`src/rtl/full_adder_pkg.sv`:
```
// Shared constants and reference arithmetic for the full_adder slice.
package full_adder_pkg;

  localparam int MAX_WIDTH = 64;

  // Reference {cout, sum}: operands masked to width bits, result width+1 bits.
  function automatic logic [MAX_WIDTH:0] ref_sum(
    input logic [MAX_WIDTH-1:0] a,
    input logic [MAX_WIDTH-1:0] b,
    input logic                 cin,
    input int                   width
  );
    logic [MAX_WIDTH:0] ma;
    logic [MAX_WIDTH:0] mb;
    ma = '0;
    mb = '0;
    for (int i = 0; i < MAX_WIDTH; i++) begin
      if (i < width) begin
        ma[i] = a[i];
        mb[i] = b[i];
      end
    end
    return ma + mb + {{MAX_WIDTH{1'b0}}, cin};
  endfunction

endpackage

```
`src/rtl/full_adder_cell.sv`:
```
// One combinational 1-bit full-adder stage.
module full_adder_cell (
  input  logic a_i,
  input  logic b_i,
  input  logic cin_i,
  output logic sum_o,
  output logic cout_o
);

  assign sum_o  = a_i ^ b_i ^ cin_i;
  assign cout_o = (a_i & b_i) | (a_i & cin_i) | (b_i & cin_i);

endmodule

```
`src/rtl/full_adder.sv`:
```
// Registered WIDTH-bit ripple-carry adder, one-cycle latency.
// Optional overflow flag: define FULL_ADDER_OVF_EN.
module full_adder
  import full_adder_pkg::*;
#(
  parameter int WIDTH = 1
) (
  input  logic             clk,
  input  logic             rst_n,
  input  logic             in_valid,
  input  logic [WIDTH-1:0] a,
  input  logic [WIDTH-1:0] b,
  input  logic             cin,
  output logic [WIDTH-1:0] sum,
  output logic             cout,
  output logic             out_valid
`ifdef FULL_ADDER_OVF_EN
  ,
  output logic             ovf
`endif
);

  logic [WIDTH:0]   carry;
  logic [WIDTH-1:0] s;

  logic [WIDTH-1:0] sum_q, sum_d;
  logic             cout_q, cout_d;
  logic             vld_q;

  assign carry[0] = cin;

  for (genvar i = 0; i < WIDTH; i++) begin : g_cell
    full_adder_cell u_cell (
      .a_i   (a[i]),
      .b_i   (b[i]),
      .cin_i (carry[i]),
      .sum_o (s[i]),
      .cout_o(carry[i+1])
    );
  end

  // Result registers hold while no new operands arrive.
  always_comb begin
    sum_d  = sum_q;
    cout_d = cout_q;
    if (in_valid) begin
      sum_d  = s;
      cout_d = carry[WIDTH];
    end
  end

  always_ff @(posedge clk or negedge rst_n) begin
    if (!rst_n) begin
      sum_q  <= '0;
      cout_q <= 1'b0;
      vld_q  <= 1'b0;
    end else begin
      sum_q  <= sum_d;
      cout_q <= cout_d;
      vld_q  <= in_valid;
    end
  end

  assign sum       = sum_q;
  assign cout      = cout_q;
  assign out_valid = vld_q;

`ifdef FULL_ADDER_OVF_EN
  logic ovf_q, ovf_d;

  always_comb begin
    ovf_d = ovf_q;
    if (in_valid) begin
      ovf_d = (a[WIDTH-1] == b[WIDTH-1]) &&
              (s[WIDTH-1] != a[WIDTH-1]);
    end
  end

  always_ff @(posedge clk or negedge rst_n) begin
    if (!rst_n) begin
      ovf_q <= 1'b0;
    end else begin
      ovf_q <= ovf_d;
    end
  end

  assign ovf = ovf_q;
`endif

endmodule

```
`config.mk`:
```
export PLATFORM = sky130hd
export DESIGN_NAME = full_adder
export DESIGN_NICKNAME = d
export VERILOG_FILES = /design/src/rtl/full_adder_pkg.sv /design/src/rtl/full_adder_cell.sv /design/src/rtl/full_adder.sv
export SDC_FILE = /design/constraint.sdc
export NUM_CORES = 1
export LEC_CHECK = 0
export CORE_AREA = 2 2 39 41
export CTS_CLUSTER_DIAMETER = 100
export CTS_CLUSTER_SIZE = 16
export DETAILED_ROUTE_END_ITERATION = 6
export DIE_AREA = 0 0 41 43
export PLACE_DENSITY = 0.3
export SETUP_SLACK_MARGIN = 0.3
export SLEW_MARGIN = 25
export SYNTH_ARGS = -nofsm -noshare
export SYNTH_HDL_FRONTEND = slang
export SYNTH_HIERARCHICAL = 1
export SYNTH_SLANG_ARGS = --single-unit
```
`constraint.sdc`:
```
create_clock -name clk -period 0.8 [get_ports clk]
set_input_delay 0.12 -clock clk [delete_from_list [all_inputs] [get_ports clk]]
set_output_delay 0.12 -clock clk [all_outputs]
set_load 0.005 [all_outputs]
```
**Word level (Yosys, flattened, before mapping)**

Cells that the tools add are included.

- Bitwise gates (word level): 7

Operators by type and width:

| operator | count |
|---|---|
| 1-bit AND | 3 |
| 1-bit OR | 2 |
| 1-bit XOR | 2 |

- Register bits after elaboration: 3
- Input bits: 6
- Output and inout bits: 3
- Word-level logic and storage cells: 10

**Longest topological paths before layout**

- Depth in word-level cells: 3
- Gate-level depth with buffers: 2
- Depth with buffers taken out: 2

**Modules after synthesis**

Netlist, hierarchy kept.

By module, submodules not included:

| module | instances | cells an instance | area an instance (um2) | sequential area each (um2) |
|---|---|---|---|---|
| full_adder | 1 | 5 | 97.6 | 75.1 |
| full_adder_cell | 1 | 1 | 20.0 | 0.0 |

**Worst setup path after synthesis**

Ideal clock, no wire load.

- Path kind: input to register
- Start: in a
- End: reg sum_q (netlist: sum)
- Setup time: 0.125 ns
- Arrival time: 0.821 ns
- Required time: 0.675 ns
- Slack: -0.146 ns
- Cell stages on the path: 2
- Buffers on the path: 0
- Path through: fa_1 mux2_2

- Cells in the longest elaborated chain, start to end: 2

Ends and longest elaborated chain:

| item | RTL line | RTL |
|---|---|---|
| start: declaration | full_adder.sv:11 | `input logic [WIDTH-1:0] a,` |
| 1-bit XOR (2 in series) | full_adder_cell.sv:10 | `assign sum_o = a_i ^ b_i ^ cin_i;` |
| end signal: assignment | full_adder.sv:58 | `sum_q <= sum_d;` |
| end: declaration | full_adder.sv:26 | `logic [WIDTH-1:0] sum_q, sum_d;` |

Every way passes these cells.
A chain may end at the register's enable or synchronous reset.

**Final worst setup path**

- Start: in in_valid
- End: reg cout_q (netlist: cout)

RTL lines:

| item | RTL line | RTL |
|---|---|---|
| start: declaration | full_adder.sv:10 | `input logic in_valid,` |
| end signal: assignment | full_adder.sv:59 | `cout_q <= cout_d;` |
| end: declaration | full_adder.sv:27 | `logic cout_q, cout_d;` |

No word-level cell between the ends.

==> reports/results.ini <==
[global_routing]
antenna_found_initial=0
first_global_vias=134
grt-ovfl-total=0
grt_max_degree=4
grt.total_usage_pct=5.02
grt_pass1_wl_um=517

[clocking]
cts_hold_buf=0
cts_buffer_depth=2
cts.sinks=3
root_buffer=clkbuf_4
cts_max_level=1
clk_pin_slew_worst_paths_ns=0.04
cts_tree=built
clk_latency_ns=0.23
cts_made_buffers=3

[finish]
num_antenna_cells=0
synthToLayoutAreaGrowth_pct=107
fin_area_um2=244
fin_nets=28
fin_cells=36
drive_gt1_share_pct=65.0

[min_path]
min_path_type=input pin to asynchronous set/reset pin

[sta]
rsz0062_at_grt=true
min_period_ns=0.868
min_period_over_period_pct=109
whs_ns=0.0775
timing.final.ws_setup_ns=-0.0684
setup_viol=5
slew_headroom_pct=88.8
worst_pin_slew_ns=0.167
maxSlewViolCount=0
fin_skew_ns=0
hold_viol=0
fmax_ghz=1.15

[power]
ir_drop_mv=0.240
p_leak_uw=0.000115
fin_total_pwr_uw=547
power_density_nw_per_um2=2240

[setup_path]
cp_max_fo=3
critPathMaxStageDelay_ns=0.55
crit_family=buffers and inverters
worstPathBufferInverterCount=1
worstSetupPathType=input pin to flop
cp-start-kind=input pin
end_kind=flop
required_ns=0.91
critPathSlowestCell=clkdlybuf4s50_1
path_cells=clkdlybuf4s50_1 > mux2_4
crit_arrival_ns=0.98

[logic_synthesis]
ys_seq_elements=3
synth_area_leaders=dfrtp_1 (64%), mux2_2 (19%), fa_1 (17%)
synth_top_area_share_pct=63.8
synth_warnings=6
netlist_area_um2=118
synthCells=6
synth_top_cell_by_area=dfrtp_1
synth_nets=13
ys_seq_area_share_pct=63.8
syn_area_per_cell_um2=19.6
ys_types=3

[die]
initial_core_util_pct=8.50
io_pins=9
rows=14
core_um2=1380
die_y_um=43
die_area_um2=1760
die_w_um=41

[detailed_routing]
num_vias=106
ant_nets=0
vias_per_cell=2.94
drcViolationCount=0
initialDrtViolationCount=0
routedWlPerCell_um=8.44
dr.pass1.iters=1
routed_wl_um=304

[outcome]
status=complete, but fails checks
violations=setup timing

[placed_design]
placed_area_um2=231
placed_cells=31
place.gp.congestion=0.436
place.port_buffers=8

[run]
drv_cap=0

[flip-flops by register name, indices dropped and copies added (netlist names)]
register,cells
sum,1
out_valid,1
cout,1
[what timing repair did]
item	CTS	global route
pin swaps	1	0
setup endpoints to repair	5	6
resized for setup	23	0
setup buffers	1	0
[worst paths after layout]
check,start,end,slack [ns],depth (start not counted)
worst max-delay path,in_valid,cout$_DFFE_PN0P_,-0.07,2
worst min-delay path,rst_n,out_valid$_DFF_PN0_,0.08,1
worst max register to register,cout$_DFFE_PN0P_,cout$_DFFE_PN0P_,-0.06,2
worst min register to register,sum$_DFFE_PN0P_,sum$_DFFE_PN0P_,0.58,2
max in group asynchronous,rst_n,cout$_DFFE_PN0P_,0.57,1
min in group clk,cin,sum$_DFFE_PN0P_,0.33,3
[cells in the final DEF (no fill, tap or decap)]
cell type        netlist  routed
dfrtp_1                3       3
clkbuf_1               0       1
buf_4                  0       2
mux2_4                 0       2
buf_2                  0       5
clkdlybuf4s50_1        0       2
clkdlybuf4s15_1        0       1
fa_2                   0       1
clkbuf_4               0       3
[metal layers]
| layer | vias to the layer above | share of wire [%] | GRT usage (%) |
|---|---|---|---|
| met2 | 6 | 57 | 7.81 |
| met5 | - | 0 | 0 |
| met1 | 53 | 26 | 2.88 |
| li1 | 47 | - | - |
| met4 | 0 | 0 | 6.00 |
| met3 | 0 | 16 | 3.66 |
[power by group]
group	internal (µW)	switching [µW]	total, µW
clock	187	74.5	261
combinational	74.3	32.8	107
sequential	172	7.26	179
[layout make-up]
type	count	area, µm²
fill	159	1140
sequential	3	75.1
timing repair buffer	10	70.1
multi-input combinational	3	52.6
clock buffer	4	26.3
tap	16	20.0
[through the flow]
stage          utilization [%]  setup WS, ns  TNS (ns)
2_1_floorplan                -        -0.126    -0.167
3_3_place_gp              16.7        -0.623     -1.57
3_5_place_dp              16.7        -0.631     -1.59
4_1_cts                   17.6       -0.0738    -0.273
5_1_grt                   17.6       -0.0943    -0.413
6_report                  17.6       -0.0684    -0.222
[logic make-up after synthesis]
| logic type | after synthesis | share of synthesized area [%] |
|---|---|---|
| DFF | 3 | 63.8 |
| adders and majority gates | 1 | 17.0 |
| muxes | 2 | 19.1 |
[cell usage after synthesis]
library cell  n
fa_1          1
dfrtp_1       3
mux2_2        2
(Power assumes the default switching activity.)
